**src/rtl/dac_sdm_driver.sv**
```systemverilog
// Sample FIFO feeding a first-order sigma-delta modulator: one sample is consumed every OSR
// clocks, and the ones-density of dac_out tracks sample/2^DATA_W.
module dac_sdm_driver #(
  parameter int unsigned DATA_W     = 10,
  parameter int unsigned FIFO_DEPTH = 4,
  parameter int unsigned OSR        = 16
) (
  input  logic                          clk,
  input  logic                          rst_n,
  input  logic                          enable,
  input  logic [DATA_W-1:0]             din,
  input  logic                          din_valid,
  output logic                          din_ready,
  input  logic                          underflow_clr,
  output logic                          dac_out,
  output logic                          underflow,
  output logic [$clog2(FIFO_DEPTH):0]   fifo_level
);

  localparam int unsigned PTR_W = $clog2(FIFO_DEPTH);
  localparam int unsigned LVL_W = PTR_W + 1;
  localparam int unsigned CNT_W = $clog2(OSR);

  typedef enum logic [1:0] {IDLE, PRIME, RUN} state_t;

  state_t             state, state_nxt;
  logic [DATA_W-1:0]  acc, acc_nxt;
  logic [DATA_W-1:0]  cur, cur_nxt;
  logic [CNT_W-1:0]   cnt, cnt_nxt;
  logic               dac_nxt;
  logic [DATA_W:0]    acc_sum;
  logic               pop, push, uf_set, full, empty;

  logic [DATA_W-1:0]  mem [FIFO_DEPTH];
  logic [PTR_W-1:0]   wr_ptr, rd_ptr;

  assign full      = (fifo_level == LVL_W'(FIFO_DEPTH));
  assign empty     = (fifo_level == '0);
  assign din_ready = !full;
  assign push      = din_valid && !full;

  // Storage carries no reset: contents are meaningless once the pointers are cleared.
  always_ff @(posedge clk) begin
    if (push) mem[wr_ptr] <= din;
  end

  always_ff @(posedge clk or negedge rst_n) begin
    if (!rst_n) begin
      wr_ptr     <= '0;
      rd_ptr     <= '0;
      fifo_level <= '0;
    end else begin
      if (push) wr_ptr <= wr_ptr + PTR_W'(1);
      if (pop)  rd_ptr <= rd_ptr + PTR_W'(1);
      case ({push, pop})
        2'b10:   fifo_level <= fifo_level + LVL_W'(1);
        2'b01:   fifo_level <= fifo_level - LVL_W'(1);
        default: fifo_level <= fifo_level;
      endcase
    end
  end

  always_ff @(posedge clk or negedge rst_n) begin
    if (!rst_n) begin
      state     <= IDLE;
      acc       <= '0;
      cur       <= '0;
      cnt       <= '0;
      dac_out   <= 1'b0;
      underflow <= 1'b0;
    end else begin
      state     <= state_nxt;
      acc       <= acc_nxt;
      cur       <= cur_nxt;
      cnt       <= cnt_nxt;
      dac_out   <= dac_nxt;
      underflow <= uf_set | (underflow & ~underflow_clr);
    end
  end

  // Carry out of the accumulator is the output bit.
  always_comb begin
    state_nxt = state;
    acc_nxt   = acc;
    cur_nxt   = cur;
    cnt_nxt   = cnt;
    dac_nxt   = dac_out;
    pop       = 1'b0;
    uf_set    = 1'b0;
    acc_sum   = {1'b0, acc} + {1'b0, cur};
    case (state)
      IDLE: begin
        acc_nxt = '0;
        cnt_nxt = '0;
        dac_nxt = 1'b0;
        if (enable) state_nxt = PRIME;
      end
      PRIME: begin
        dac_nxt = 1'b0;
        if (!enable) begin
          state_nxt = IDLE;
        end else if (!empty) begin
          pop       = 1'b1;
          cur_nxt   = mem[rd_ptr];
          cnt_nxt   = '0;
          state_nxt = RUN;
        end
      end
      RUN: begin
        if (!enable) begin
          state_nxt = IDLE;
          acc_nxt   = '0;
          cnt_nxt   = '0;
          dac_nxt   = 1'b0;
        end else begin
          acc_nxt = acc_sum[DATA_W-1:0];
          dac_nxt = acc_sum[DATA_W];
          if (cnt == CNT_W'(OSR - 1)) begin
            cnt_nxt = '0;
            if (!empty) begin
              pop     = 1'b1;
              cur_nxt = mem[rd_ptr];
            end else begin
              uf_set = 1'b1;
            end
          end else begin
            cnt_nxt = cnt + CNT_W'(1);
          end
        end
      end
      default: state_nxt = IDLE;
    endcase
  end

endmodule
```
**config.mk**
```make
export PLATFORM = sky130hd
export DESIGN_NAME = dac_sdm_driver
export DESIGN_NICKNAME = d
export VERILOG_FILES = /design/src/rtl/dac_sdm_driver.sv
export SDC_FILE = /design/constraint.sdc
export NUM_CORES = 1
export LEC_CHECK = 0
export CAP_MARGIN = 5
export CORE_MARGIN = 5
export CORE_UTILIZATION = 53
export DETAILED_ROUTE_END_ITERATION = 12
export DONT_BUFFER_PORTS = 1
export GPL_TIMING_DRIVEN = 0
export PLACE_DENSITY_LB_ADDON = 0.25
export SLEW_MARGIN = 20
export SYNTH_ARGS = -nofsm -noshare
export SYNTH_HDL_FRONTEND = slang
export SYNTH_SLANG_ARGS = --single-unit
```
**constraint.sdc**
```tcl
create_clock -name clk -period 2.3 [get_ports clk]
set_clock_uncertainty 0.05 [all_clocks]
set_input_delay 0.46 -clock clk [delete_from_list [all_inputs] [get_ports clk]]
set_output_delay 0.46 -clock clk [all_outputs]
set_load 0.02 [all_outputs]
```
==> results of run 1 <==
-- what timing repair did --
action,CTS,global route
setup buffers,1,2
endpoints found under the setup margin,1,1
hold endpoints to repair,35,0
hold buffers,2,0
gates resized for setup,7,9
pin swaps,0,3
-- power groups by stage --
stage | logic [mW] | clock network, mW | registers, mW
floorplan | 1.46 | 0 | 2.02
global placement | 1.72 | 0 | 2.09
detailed placement | 1.77 | 0 | 2.10
CTS | 1.83 | 1.08 | 2.09
global route | 2.15 | 1.14 | 2.13
finish | 1.89 | 1.06 | 2.08
-- final cells by class --
cell class,count,share of cell area
Sequential cell,75,0.526
Multi-Input combinational cell,164,0.361
Clock buffer,9,0.0313
Tap cell,77,0.0244
Clock inverter,7,0.0212
Timing Repair Buffer,5,0.0133
Inverter,13,0.0123
Buffer,6,0.0101
-- placed cells by master, fill, tap and decap left out, drive strengths merged, types with 6 or more instances in the layout --
cell    synthesis  final
inv            13     17
nand3           6      6
buf             4      8
clkbuf          2     11
mux4           10     10
ha             20     20
edfxtp         40     40
mux2            9      9
and3            8      8
dfrtp          35     35
a21oi          14     14
nand2          25     25
nor2           11     11
o21ai          17     17
-- sequential cells by signal (all words and copies together), names as in the netlist, 2 cells and up --
signal      flops
mem            40
acc            10
cur            10
cnt             4
fifo_level      3
rd_ptr          2
state           2
wr_ptr          2
-- worst paths after layout --
check / start / endpoint / slack [ns] / cells past startpoint
setup / recovery: state[1] / fifo_level[2] / 0.14 / 10
hold / removal: din[8] / mem[2][8] / 0.15 / 0
setup reg to reg: state[1] / fifo_level[2] / 0.14 / 10
hold reg to reg: acc[6] / acc[6] / 0.45 / 2
max in group asynchronous: rst_n / fifo_level[2] / 1.49 / 2
min in group asynchronous: rst_n / acc[6] / 0.50 / 2
-- cells by family after synthesis --
kind of cell    count (synthesis)
compound gates                 47
fa+ha+maj                      22
simple gates                   63
buf+inv                        19
flops                          75
xor+xnor                       10
mux                            22
-- critical path: stages (launching register included) --
cell	delay (ns)
dfrtp_1	0.42
inv_2	0.07
ha_1	0.29
nand3_2	0.08
a21oi_4	0.17
ha_4	0.16
inv_1	0.05
fa_2	0.34
xor2_1	0.15
nor2_1	0.14
xor2_1	0.15
-- per-layer routing --
layer  vias up  global-route usage  wire (um)
li1        989                   -          -
met1       995               0.196       2730
met2        25               0.252       2890
met3        10              0.0491        217
met4         0              0.0743        119
met5         -                   0          0
==> impl_metrics.py, run 1 <==
metrics = {
    "status": {
        "status": "finished clean",
    },
    "drt": {
        "drc_errors": 0,
        "dr.first_iter.drc_count": 100,
        "drt-total-wl_mm": 5.96,
        "routedWlPerCell_um": 16.7,
        "num_vias": 2019,
        "viasPerCell": 5.67,
        "dr.pass1.iters": 4,
        "ant_nets": 0,
    },
    "global_routing": {
        "grt_first_pass_wirelength_mm": 10.1,
        "grt_pass1_vias": 2131,
        "antenna_found_initial": 0,
        "grt_max_degree": 36,
        "grt.total_usage": 0.157,
        "overflow": 0,
    },
    "layout": {
        "drive_gt1_frac": 0.194,
        "final.fill_count": 474,
        "seq_area_um2": 2080,
        "final_area_um2": 3960,
        "multi_input_area_um2": 1430,
        "final_util": 0.616,
        "antenna_cells": 0,
        "syn_to_final_growth_pct": 11.6,
        "layout.cells.non_filler": 356,
        "fin_nets": 311,
    },
    "yosys": {
        "ys_ff_latch": 75,
        "netlist_top_cells_area": "edfxtp_1 (34%), dfrtp_1 (25%), ha_1 (7.1%)",
        "synth_xor_area_frac": 0.0247,
        "synthAdderAreaFrac": 0.0819,
        "avgSynthCellArea_um2": 13.7,
        "synth_compound_area_frac": 0.0805,
        "ys_types": 40,
        "synth_top_cells_by_count": "edfxtp_1 (40), dfrtp_1 (35), nand2_1 (24)",
        "async_flop_share": 0.467,
        "seq_area_frac_synth": 0.586,
        "synthFlopType": "edfxtp_1",
        "yosysWarningCount": 0,
        "synth_most_common_cell": "edfxtp_1",
        "synth_edf_count": 40,
        "synth.top_cell.area_share": 0.339,
        "syn-cell-area_um2": 3540,
        "synth_nets": 295,
        "netlist_instances": 258,
        "synth_top_family_by_area": "multiplexers",
        "synth_mux_area_frac": 0.116,
        "yosys.area_share.simple": 0.0854,
        "synth_area_leader_cell": "edfxtp_1",
    },
    "timing": {
        "setup_tns_ns": 0,
        "fin_crit_ns": 2.16,
        "tightestPinTransition_ns": 0.751,
        "max_freq_mhz": 463,
        "hold_violations": 0,
        "finalWorstSetupSlack_ns": 0.139,
        "maxSlewViolCount": 0,
        "finalSetupViolCount": 0,
        "slew-limit-headroom": 0.498,
        "period_share": 0.939,
        "worst_hold_slack_ns": 0.148,
    },
    "pwr": {
        "total_power_mw": 5.04,
        "p_leak_nw": 1.64,
        "peakVddDrop_mv": 0.860,
        "pwr_density_cell_nw_per_um2": 1270,
        "seq_power_share": 0.413,
        "switching_power_mw": 1.79,
        "intPower_mw": 3.25,
        "switching_share": 0.355,
        "clkPwrFrac": 0.211,
        "pwr-share-comb": 0.376,
    },
    "clocking": {
        "cts-root-buf": "clkbuf_8",
        "path_clk_slew_ns": 0.09,
        "cts_made_buffers": 9,
        "cts_tree": "yes",
        "cts_buffer_depth": 2,
        "numClockSinks": 75,
        "clk_latency_ns": 0.35,
        "htreeDepth": 3,
    },
    "place": {
        "gp_congestion": 0.762,
        "placed_cell_area_um2": 3640,
        "pre_cts_ws_ns": -0.228,
        "dpl.hpwl_mm": 4.09,
        "post-place-cells": 335,
        "port_buffers": 0,
    },
    "floorplan": {
        "ioPinCount": 21,
        "num_rows": 29,
        "die_w_um": 91.8,
        "die-area_um2": 8420,
        "start_util": 0.552,
        "fp.dieH_um": 91.8,
        "core_region_area_um2": 6420,
    },
    "run": {
        "maxCapViolations": 0,
    },
    "critical_path": {
        "endpoint_kind": "flop",
        "arrival_ns": 2.38,
        "path_class": "flop to flop",
        "critPathLaunchType": "flop",
        "critical_path_required_ns": 2.52,
        "crit_fanout": 4,
    },
    "hold_path": {
        "hold_path_class": "primary input to flop",
    },
}
Power figures use the tool's default switching activity.
==> run 2, diff against run 1 <==
==> constraint.sdc (replaced) <==
create_clock -name clk -period 2.25 [get_ports clk]
set_clock_uncertainty 0.05 [all_clocks]
set_input_delay 0.45 -clock clk [delete_from_list [all_inputs] [get_ports clk]]
set_output_delay 0.45 -clock clk [all_outputs]
set_load 0.02 [all_outputs]
==> run 2 against run 1 <==
Net effect: final cell count increased by 0.28%; total power increased by 2.4%; combinational power increased by 5%; clock power about the same; die area unchanged; first-iteration DRC count decreased by 11%; register-to-register slack got worse by 0.12 ns; sequential power increased by 3%; critical endpoint unchanged.
==> impl_metrics.py, run 2 (synthesis results as in run 1) <==
metrics = {
    "drt": {
        "routedWlPerCell_um": 17.3,
        "dr.first_iter.drc_count": 89,
        "ant_nets": 0,
        "num_vias": 2041,
        "drc_errors": 0,
        "viasPerCell": 5.72,
        "dr.pass1.iters": 4,
        "drt-total-wl_mm": 6.18,
    },
    "global_routing": {
        "grt.total_usage": 0.161,
        "antenna_found_initial": 0,
        "grt_first_pass_wirelength_mm": 10.6,
        "grt_max_degree": 36,
        "grt_pass1_vias": 2189,
        "overflow": 0,
    },
    "floorplan": {
        "fp.dieH_um": 91.8,
        "start_util": 0.552,
        "die_w_um": 91.8,
        "num_rows": 29,
        "die-area_um2": 8420,
        "ioPinCount": 21,
        "core_region_area_um2": 6420,
    },
    "layout": {
        "syn_to_final_growth_pct": 12.1,
        "antenna_cells": 0,
        "mostFrequentLayoutCells": "edfxtp_1 (40), dfrtp_1 (31), nand2_1 (24), ha_1 (18), o21ai_0 (17)",
        "fin_nets": 312,
        "final.fill_count": 490,
        "multi_input_area_um2": 1440,
        "layout.cells.non_filler": 357,
        "largest-register": "mem",
        "final_area_um2": 3970,
        "final_util": 0.619,
        "layout_commonest_cell": "edfxtp_1",
        "largest_register_ffs": 40,
        "seq_area_um2": 2080,
        "drive_gt1_frac": 0.204,
        "largestRegisters": "mem: 40 flops, acc: 10 flops, cur: 10 flops",
    },
    "timing": {
        "maxSlewViolCount": 0,
        "setup_tns_ns": 0,
        "hold_violations": 0,
        "slew-limit-headroom": 0.470,
        "worst_hold_slack_ns": 0.148,
        "tightestPinTransition_ns": 0.793,
        "max_freq_mhz": 449,
        "finalSetupViolCount": 0,
        "fin_crit_ns": 2.23,
        "finalWorstSetupSlack_ns": 0.0210,
        "period_share": 0.991,
    },
    "critical_path": {
        "crit_fanout": 5,
        "timing.rr.start": "state[1]",
        "endpoint_kind": "flop",
        "path_class": "flop to flop",
        "cp_top_family": "adder cells",
        "critPathLaunchType": "flop",
        "max_stage_delay_ns": 0.42,
        "crit_path_frequent_cell": "xor2_1",
        "crit_buf_inv": 2,
        "startpoint": "state[1]",
        "arrival_ns": 2.43,
        "path_cells": "inv_2, ha_1, nand3_2, a21oi_4, ha_4, inv_1, fa_2, xor2_1, nor2_1, xor2_1",
        "slowest_stage": "dfrtp_2",
        "critical_path_required_ns": 2.45,
    },
    "pwr": {
        "clkPwrFrac": 0.200,
        "peakVddDrop_mv": 0.590,
        "switching_power_mw": 1.84,
        "pwr_density_cell_nw_per_um2": 1300,
        "switching_share": 0.356,
        "p_leak_nw": 1.63,
        "total_power_mw": 5.16,
        "intPower_mw": 3.32,
        "seq_power_share": 0.415,
        "pwr-share-comb": 0.385,
    },
    "place": {
        "dpl.hpwl_mm": 4.23,
        "port_buffers": 0,
        "gp_congestion": 0.741,
        "pre_cts_ws_ns": -0.231,
        "post-place-cells": 335,
        "placed_cell_area_um2": 3650,
    },
    "clocking": {
        "cts_made_buffers": 9,
        "numClockSinks": 75,
        "clk_latency_ns": 0.34,
        "path_clk_slew_ns": 0.08,
        "cts_tree": "yes",
        "cts-root-buf": "clkbuf_8",
        "cts_buffer_depth": 2,
        "htreeDepth": 3,
    },
    "hold_path": {
        "hold_path_class": "primary input to flop",
        "min-delay-start": "din[3]",
    },
    "status": {
        "status": "finished clean",
    },
    "run": {
        "maxCapViolations": 0,
    },
}
-- run 2: what timing repair did --
item | in CTS | in global routing
hold buffers | 2 | 0
cloned | 0 | 0
pin swaps | 2 | 4
setup endpoints to repair | 2 | 1
hold endpoints to repair | 35 | 0
setup buffers | 3 | 1
resized for setup | 13 | 6
-- run 2: layout make-up --
class	instances	share of cell area
buffer	6	0.0101
tap	77	0.0243
sequential	75	0.524
clock buffer	9	0.0312
inverter	13	0.0129
timing repair buffer	6	0.0151
clock inverter	7	0.0192
multi-input combinational	164	0.363
-- run 2: power by group through the flow --
stage | registers (mW) | clock network (mW) | logic (mW)
finish | 2.14 | 1.03 | 1.98
global route | 2.19 | 1.13 | 2.22
CTS | 2.14 | 1.06 | 1.94
detailed placement | 2.16 | 0 | 1.83
global placement | 2.14 | 0 | 1.77
floorplan | 2.07 | 0 | 1.50
-- run 2: path summary, 6_finish.rpt --
check	endpoint	cells after the start	slack [ns]
max in group asynchronous	fifo_level[2]	2	1.45
worst max-delay path	fifo_level[2]	10	0.02
worst min-delay path	mem[0][3]	0	0.15
worst min register to register	acc[3]	2	0.45
worst max register to register	fifo_level[2]	10	0.02
min in group asynchronous	acc[5]	2	0.51
-- run 2: per-layer routing --
metal  up-vias  share of wire  wire length (um)  GRT usage
li1        984              -                 -          -
met1       999           0.45              2790      0.199
met2        45           0.49              3020      0.262
met3        13          0.041               256     0.0507
met4         0          0.018               110     0.0705
met5         -              0                 0          0
